--- src/rtl/rr_arbiter4_low_grant_if.sv ---
// Request/grant bundle for the four-way low-active round-robin arbiter.
interface rr_arbiter4_low_grant_if;
  logic       en_n;
  logic [3:0] req_n;
  logic [3:0] gnt_n;
  logic [1:0] gnt_id;
  logic       gnt_valid;
  logic       timeout;

  modport master (
    output en_n, req_n,
    input  gnt_n, gnt_id, gnt_valid, timeout
  );

  modport slave (
    input  en_n, req_n,
    output gnt_n, gnt_id, gnt_valid, timeout
  );
endinterface

--- src/rtl/rr_arbiter4_low_grant.sv ---
// Four-requester round-robin arbiter with active-low requests/grants,
// a maximum hold time and a fixed dead gap between grants.
module rr_arbiter4_low_grant #(
  parameter int unsigned MAX_HOLD   = 16,
  parameter int unsigned GAP_CYCLES = 1
) (
  input  logic                    clk,
  input  logic                    rst_n,
  rr_arbiter4_low_grant_if.slave  bus
);

  typedef enum logic [1:0] {IDLE, GRANT, GAP} state_t;

  state_t     state;
  logic [1:0] last;
  logic [7:0] hold_cnt;
  logic [3:0] gap_cnt;

  logic       pick_found;
  logic [1:0] pick_id;
  logic [1:0] idx;
  logic       hold_limit;
  logic       release_now;

  // Search last+1 .. last+4 (mod 4); the previous winner is tried last.
  always_comb begin
    pick_found = 1'b0;
    pick_id    = last;
    idx        = '0;
    for (int unsigned k = 1; k <= 4; k++) begin
      idx = last + k[1:0];
      if (!pick_found && !bus.req_n[idx]) begin
        pick_found = 1'b1;
        pick_id    = idx;
      end
    end
  end

  assign hold_limit  = (hold_cnt == 8'(MAX_HOLD));
  assign release_now = bus.req_n[bus.gnt_id] | bus.en_n | hold_limit;

  always_ff @(posedge clk or negedge rst_n) begin
    if (!rst_n) begin
      state         <= IDLE;
      last          <= 2'd3;
      hold_cnt      <= '0;
      gap_cnt       <= '0;
      bus.gnt_n     <= '1;
      bus.gnt_id    <= '0;
      bus.gnt_valid <= 1'b0;
      bus.timeout   <= 1'b0;
    end else begin
      bus.timeout <= 1'b0;
      case (state)
        IDLE: begin
          if (!bus.en_n && pick_found) begin
            state         <= GRANT;
            bus.gnt_n     <= ~(4'b0001 << pick_id);
            bus.gnt_id    <= pick_id;
            bus.gnt_valid <= 1'b1;
            hold_cnt      <= 8'd1;
          end
        end
        GRANT: begin
          if (release_now) begin
            state         <= GAP;
            bus.gnt_n     <= '1;
            bus.gnt_valid <= 1'b0;
            last          <= bus.gnt_id;
            gap_cnt       <= 4'd1;
            bus.timeout   <= hold_limit && !bus.req_n[bus.gnt_id];
          end else begin
            hold_cnt <= hold_cnt + 8'd1;
          end
        end
        GAP: begin
          if (gap_cnt == 4'(GAP_CYCLES)) state <= IDLE;
          else                           gap_cnt <= gap_cnt + 4'd1;
        end
        default: state <= IDLE;
      endcase
    end
  end

endmodule

--- src/flat_wrapper.sv ---
// flat-port wrapper written by rule: the top's interface ports become plain ports
module rr_arbiter4_low_grant_flat 
#(
  parameter int unsigned MAX_HOLD   = 16,
  parameter int unsigned GAP_CYCLES = 1
)
  (clk, rst_n, bus_en_n, bus_req_n, bus_gnt_n, bus_gnt_id, bus_gnt_valid, bus_timeout);
  rr_arbiter4_low_grant_if bus_i ();
  input  logic clk;
  input  logic rst_n;
  input wire logic [$bits(bus_i.en_n)-1:0] bus_en_n;
  input wire logic [$bits(bus_i.req_n)-1:0] bus_req_n;
  output wire logic [$bits(bus_i.gnt_n)-1:0] bus_gnt_n;
  output wire logic [$bits(bus_i.gnt_id)-1:0] bus_gnt_id;
  output wire logic [$bits(bus_i.gnt_valid)-1:0] bus_gnt_valid;
  output wire logic [$bits(bus_i.timeout)-1:0] bus_timeout;
  assign bus_i.en_n = bus_en_n;
  assign bus_i.req_n = bus_req_n;
  assign bus_gnt_n = bus_i.gnt_n;
  assign bus_gnt_id = bus_i.gnt_id;
  assign bus_gnt_valid = bus_i.gnt_valid;
  assign bus_timeout = bus_i.timeout;
  rr_arbiter4_low_grant #(.MAX_HOLD(MAX_HOLD), .GAP_CYCLES(GAP_CYCLES)) u_core (.clk(clk), .rst_n(rst_n), .bus(bus_i));
endmodule
--- config.mk ---
export PLATFORM = sky130hd
export DESIGN_NAME = rr_arbiter4_low_grant_flat
export DESIGN_NICKNAME = d
export VERILOG_FILES = /design/src/rtl/rr_arbiter4_low_grant_if.sv /design/src/rtl/rr_arbiter4_low_grant.sv /design/src/flat_wrapper.sv
export SDC_FILE = /design/constraint.sdc
export NUM_CORES = 1
export LEC_CHECK = 0
export ABC_AREA = 1
export CORE_MARGIN = 5
export CORE_UTILIZATION = 57
export DETAILED_ROUTE_END_ITERATION = 16
export HOLD_SLACK_MARGIN = 0.05
export PLACE_DENSITY = 0.8
export SETUP_SLACK_MARGIN = 0.5
export SLEW_MARGIN = 20
export SYNTH_ARGS = -nofsm -noshare
export SYNTH_HDL_FRONTEND = slang
export SYNTH_SLANG_ARGS = --single-unit
--- constraint.sdc ---
create_clock -name clk -period 2.1 [get_ports clk]
set_input_delay 0.315 -clock clk [delete_from_list [all_inputs] [get_ports clk]]
set_output_delay 0.315 -clock clk [all_outputs]
set_load 0.05 [all_outputs]
======== Word-level counts from Yosys, hierarchy flattened ========
Index checks and enable logic that the tools add are counted.
operators by class
  add/sub/neg operators ................... 5
  order comparisons ....................... 5
  eq/ne operators ......................... 9
  shift-type cells ........................ 1
  multiplexer cells ....................... 36
  bitwise gates (word level) .............. 3
  reductions and logical operators ........ 21
operators with widths
  cell                                                                     number
  4-bit 2-to-1 mux                                                         4
  8-bit 2-to-1 mux                                                         2
  4-bit one-hot mux with 2 select lines                                    2
  8-bit one-hot mux with 2 select lines                                    1
  2-bit by 3-bit < comparator with 1-bit output, second input constant     5
  2-bit 2-to-1 mux                                                         7
  1-bit 2-to-1 mux                                                         13
  3-bit AND reduction                                                      4
  1-bit binary-select mux with 2-bit select                                5
  8-bit by 1-bit adder with 8-bit output, second input constant            1
  8-bit by 5-bit equality test with 1-bit output, second input constant    1
  1-bit logical NOT                                                        7
  2-bit by 1-bit inequality test with 1-bit output, second input constant  3
  2-bit one-hot mux with 3 select lines                                    1
  1-bit logical AND                                                        5
  2-bit adder, second input constant                                       2
  4-bit by 1-bit adder with 4-bit output, second input constant            1
  4-bit by 1-bit equality test with 1-bit output, second input constant    1
  2-bit inequality test, second input constant                             2
  4-bit inverter                                                           1
  2-bit AND reduction                                                      2
  2-bit nonzero test                                                       2
  1-bit by 2-bit left shift with 4-bit output, first input constant        1
  2-bit by 1-bit adder with 2-bit output, second input constant            1
  5 further kinds                                                          6
word-level totals
  bits in registers ....................... 24
  input port bits ......................... 7
  output and inout port bits .............. 8
  word-level logic and storage cells ...... 88

======== Depth between registers and ports, before layout ========
  word-level depth ........................ 16
  gate-level depth with buffers ........... 15
  mapped depth without buffers ............ 14

======== Worst setup path before layout ========
OpenSTA, ideal clock, no wires.
  path type ............................... flip-flop to flip-flop
  start point ............................. register u_core.bus.gnt_id[1]
  end point ............................... register u_core.hold_cnt[5]
  setup time .............................. 0.117 ns
  data arrival time ....................... 1.611 ns
  required time ........................... 1.983 ns
  setup slack ............................. 0.372 ns
  cell stages (with the launch flop) ...... 11
  buffers on the path ..................... 1
  clock period less this slack ............ 1.728 ns
  cell sequence ........................... dfrtp_1 inv_1 a21oi_1 o21ai_0 nand2_1 nand3_1 nand2_1 nand2_4 buf_12 nand2_2 o21ai_2
on the way
  word-level cells in the longest chain between the ends .. 6
RTL lines
  element                                    RTL line                        text
  from (decl)                                rr_arbiter4_low_grant_if.sv:17  output gnt_n, gnt_id, gnt_valid, timeout
  from (signal assigned)                     rr_arbiter4_low_grant.sv:59     bus.gnt_id <= pick_id;
  1-bit binary-select mux with 2-bit select  rr_arbiter4_low_grant.sv:40     assign release_now = bus.req_n[bus.gnt_id] | bus.en_n | hold_limit;
  1-bit 2-to-1 mux (implied by the code)     rr_arbiter4_low_grant.sv:40
  1-bit OR (2 in a row)                      rr_arbiter4_low_grant.sv:40
  2-bit inequality test (no source line)     n/a
  3-bit AND reduction (no source line)       n/a
  to (signal assigned)                       rr_arbiter4_low_grant.sv:73     hold_cnt <= hold_cnt + 8'd1;
  to (decl)                                  rr_arbiter4_low_grant.sv:16     logic [7:0] hold_cnt;
No other way between the ends. The select of a mux whose other input is x is not followed.
A chain may end at the register's enable or synchronous reset.

======== Worst setup path after layout ========
  start point ............................. register u_core.last[0]
  end point ............................... register u_core.hold_cnt[4]
on the way
  word-level cells in the longest chain between the ends .. 15
  elaborated cells on any way between the ends .. 26
  classes of those cells .................. 3 x add/sub; 1 x eq/ne; 12 x mux; 10 x reduce/logical
RTL lines
  element                                                                RTL line                     text
  from (decl)                                                            rr_arbiter4_low_grant.sv:15  logic [1:0] last;
  from (signal assigned)                                                 rr_arbiter4_low_grant.sv:69  last <= bus.gnt_id;
  2-bit adder                                                            rr_arbiter4_low_grant.sv:31  idx = last + k[1:0];
  1-bit binary-select mux with 2-bit select                              rr_arbiter4_low_grant.sv:32  if (!pick_found && !bus.req_n[idx]) begin
  1-bit 2-to-1 mux (implied by the code)                                 rr_arbiter4_low_grant.sv:32
  1-bit logical NOT                                                      rr_arbiter4_low_grant.sv:32
  1-bit logical AND                                                      rr_arbiter4_low_grant.sv:32
  1-bit 2-to-1 mux                                                       rr_arbiter4_low_grant.sv:32
  1-bit logical NOT                                                      rr_arbiter4_low_grant.sv:32
  1-bit logical AND                                                      rr_arbiter4_low_grant.sv:32
  1-bit 2-to-1 mux                                                       rr_arbiter4_low_grant.sv:32
  1-bit logical NOT                                                      rr_arbiter4_low_grant.sv:32
  1-bit logical AND                                                      rr_arbiter4_low_grant.sv:32
  1-bit 2-to-1 mux (*)                                                   rr_arbiter4_low_grant.sv:32
  1-bit logical AND (*)                                                  rr_arbiter4_low_grant.sv:56  if (!bus.en_n && pick_found) begin
  2-bit by 1-bit inequality test with 1-bit output (no source line) (*)  n/a
  3-bit AND reduction (no source line) (*)                               n/a
Mark *: on every way between the ends. The rest lies on a longest branch, timed or not. The select of a mux whose other input is x is not followed.

==> reports/qor_table.md <==
| Stage | Result | This run |
|:---|:---|:---|
| final layout | Fraction of final layout cells with drive strength greater than 1 | 39.7% |
| synthesis | Number of standard cells after synthesis | 239 |
| route | Number of iterations in the first detailed-routing pass | 4 |
| synthesis | Mapped Nets | 253 |
| synthesis | Share of synthesized area occupied by flip-flops and latches | 35.1% |
| route | Post-route DRC | 0 |
| sta | Maximum clock frequency | 0.565 GHz |
| die | Die Y-Extent | 65.1 um |
| final layout | Number of nets at the end of the flow | 292 |
| pwr | Switching component of the power | 1900 uW |
| setup path | R2R Setup Slk | 0.33 ns |
| synthesis | Avg Synthesized Cell Area | 7.25 um2 |
| clock network | Clock latency at the later pin of the worst-skew pair | 0.32 ns |
| pwr | Worst VDD drop | 0.000819 V |
| final layout | Relative area change from synthesis to final layout | 30.0% |
| pwr | Portion of total power attributed to combinational logic | 71.5% |
| route | Routed vias | 1672 |
| die | Die Wd | 65.1 um |
| synthesis | Top post-synthesis cells by area | dfrtp_1 (26%), nand2_1 (19%), dfstp_2 (9.1%), nand3_1 (5.8%), ha_1 (5.1%) |
| clock network | Number of sinks handled by clock tree synthesis | 24 |
| grt | Global-route wire length before repair | 7050 um |
| synthesis | Number of enable flip-flop cells after synthesis | 0 |
| clock network | Clock Tree Root | clkbuf_4 |
| synthesis | Most instantiated flip-flop cell in the synthesis netlist | dfrtp_1 |
| pwr | Sw Share | 53.2% |
| sta | Tmin final | 1.77 ns |
| sta | Final hold vios | 0 |
| die | Std cell rows | 20 |
| die | Number of I/O pins | 15 |
| final layout | Fin util | 75.6% |
| setup path | Worst EP arrival | 2.00 ns |
| die | Full die area | 0.00424 mm2 |
| synthesis | Number of storage elements in the synthesis netlist | 24 |
| route | Post-detailed-route count of antenna-violating nets | 0 |
| flow run | Max Cap Viol | 0 |
| sta | Layout Skew | 0.00455 ns |
| placed design | Dpl hpwl | 2530 um |
| sta | Headroom to the max-slew limit | 67.0% |
| hold path | Worst min path class | in -> async |
| synthesis | Area leader, netlist | dfrtp_1 |
| pwr | Internal power of the cells | 1670 uW |
| sta | Final setup vio count | 0 |
| final layout | Diodes inserted | 0 |
| route | Final Routed Wirelength | 4160 um |
| setup path | Startpoint type of the worst setup path | flip-flop |
| die | Core region area | 0.00298 mm2 |
| status | Run status | complete, no violations |
| setup path | Worst Setup End Kind | flip-flop |
| clock network | Hold buffer count at CTS | 0 |
| grt | Vias in the first global route | 1555 |
| synthesis | Async S/R FF share, synth | 100% |
| synthesis | Synth warnings | 0 |
| clock network | H-tree depth | 1 |
| grt | All-layer global routing usage | 21.5% |
| sta | TNS Setup | 0 ns |
| clock network | Clock tree from TritonCTS | done |
| setup path | Crit Path Max Fanout | 8 |
| clock network | Maximum clock path buffer count | 2 |
| setup path | Worst path required time | 2.33 ns |
| synthesis | Most used standard cells in the synthesized netlist | nand2_1 (89), inv_1 (22), nand3_1 (20) |
| clock network | Clock-pin transition on the worst setup and hold timing paths | 0.13 ns |
| placed design | Weighted congestion reported at the end of routability-driven placement | 0.845 |
| route | Iteration-0 DRC count of the detailed router | 136 |
| route | Via density per instance | 5.39 |
| grt | Total congestion overflow | 0 |
| die | Initial Utilization | 58.2% |
| synthesis | Most common cell in the netlist | nand2_1 |
| grt | Antenna violations before repair | 0 |
| grt | Pin count of the biggest net entering global routing | 25 |
| sta | Part of the cycle the worst path needs | 84.2% |
| placed design | Count of port buffers added during placement | 14 |
| route | Avg WL per Cell | 13.4 um |
| clock network | Total clock buffers created by CTS | 3 |
| setup path | Kind of critical path | reg -> reg |
| synthesis | Count of cell types in the netlist | 28 |
| sta | Number of slew-limit violations in the final report | 0 |
| sta | Worst-margin pin slew | 0.497 ns |
| synthesis | Top cell type's share of synthesized area | 26.0% |
| pwr | Proportion of power drawn by flip-flops and latches | 22.5% |
| sta | Setup repair after global routing missed its margin | yes |
| pwr | Static leakage power | 0.00114 uW |
| synthesis | Cell Area, Synth | 0.00173 mm2 |
| pwr | Proportion of power drawn by the clock network | 6.0% |
| pwr | P per Cell Area | 1590 mW/mm2 |
cell usage in the layout, fill, tap and decap left out, types with 4 or more instances in the layout:
cell type        netlist  routed
xor2_1                 6       6
clkdlybuf4s50_1        0       5
nor2_1                11       9
nand2_4                4       8
nand2_1               89      61
nand2_8                0       4
o21ai_0                9       4
ha_1                   7       7
o21ai_1                1       6
nand2_2               13      34
dfrtp_1               18      15
inv_1                 22      21
or2_2                  4       4
nand3_1               20      17
buf_4                  1      21
dfstp_2                6       6
o21ai_2                7       7
nand4_1                5       5
worst max-delay path, cell delays in order (launching register included):
cell,delay [ns]
dfstp_2,0.62
buf_6,0.15
nand2_2,0.06
nand2_4,0.08
nand2_1,0.08
nand2_2,0.09
nor2_2,0.05
nand2_4,0.07
nand3_4,0.10
nand2_8,0.14
nand2_8,0.10
nand2_2,0.09
o21ai_2,0.05
state kept, by name, summed over array words and instances, names as in the netlist:
| name | count |
|---|---|
| u_core.bus.gnt_id | 2 |
| u_core.bus.gnt_valid | 1 |
| u_core.hold_cnt | 8 |
| u_core.state | 2 |
| u_core.last | 2 |
| u_core.gap_cnt | 4 |
| u_core.bus.gnt_n | 4 |
| u_core.bus.timeout | 1 |
layer usage:
layer	track usage (%)	share of wire, %
met5	0	0
met4	9.84	2.4
met3	3.08	3.8
met2	37.2	52
met1	26.4	42
final timing paths:
kind,start,end,cells past startpoint
setup / recovery,u_core.last[0],u_core.hold_cnt[4],12
hold / removal,rst_n,u_core.hold_cnt[6],2
setup reg to reg,u_core.last[0],u_core.hold_cnt[4],12
hold reg to reg,u_core.bus.gnt_n[2],u_core.bus.gnt_n[2],2
max in group asynchronous,rst_n,u_core.bus.gnt_n[2],2
min in group clk,u_core.bus.gnt_n[2],u_core.bus.gnt_n[2],2
cells by family after synthesis:
group / after synthesis / share of synthesized area [%]
AO/OA/AOI/OAI: 21 / 7.80
XOR/XNOR: 7 / 3.54
adder cells (fa/ha/maj): 7 / 5.05
buffers and inverters: 31 / 8.88
flip-flops: 24 / 35.1
AND/OR/NAND/NOR: 149 / 39.6
stage by stage:
step | setup slack [ns] | hold slack [ns] | area [um2] | total power (uW) | std cells
6_report | 0.331 | 0.332 | 2250 | 3570 | 310
5_1_grt | 0.239 | 0.369 | 2250 | 3870 | 310
4_1_cts | 0.327 | 0.334 | 2140 | 3290 | 304
3_5_place_dp | 0.0957 | 0.459 | 1890 | 2640 | 285
3_3_place_gp | 0.147 | 0.457 | 1890 | 2590 | 285
2_1_floorplan | 0.386 | 0.0194 | 1740 | 2280 | 239
what timing repair did:
item,4_1_cts,5_1_grt
setup endpoints to repair,25,26
setup buffers,13,6
pin swaps,18,17
cloned,2,0
resized for setup,47,30
power groups by stage:
stage | logic [uW] | clock network [uW] | registers (uW)
after floorplan | 1300 | 0 | 973
after global placement | 1790 | 0 | 793
after detailed placement | 1840 | 0 | 799
after CTS | 2270 | 225 | 798
after global routing | 2800 | 243 | 824
final | 2550 | 214 | 803
area by class of cell:
| class | count | area, um2 |
|---|---|---|
| well taps | 33 | 41.3 |
| flip-flops and latches | 24 | 612 |
| fillers | 212 | 726 |
| inverters | 26 | 105 |
| repair buffers | 38 | 325 |
| multi-input cells | 185 | 1140 |
| clock buffers | 4 | 26.3 |
No activity file was read; power rests on OpenSTA's default activity.
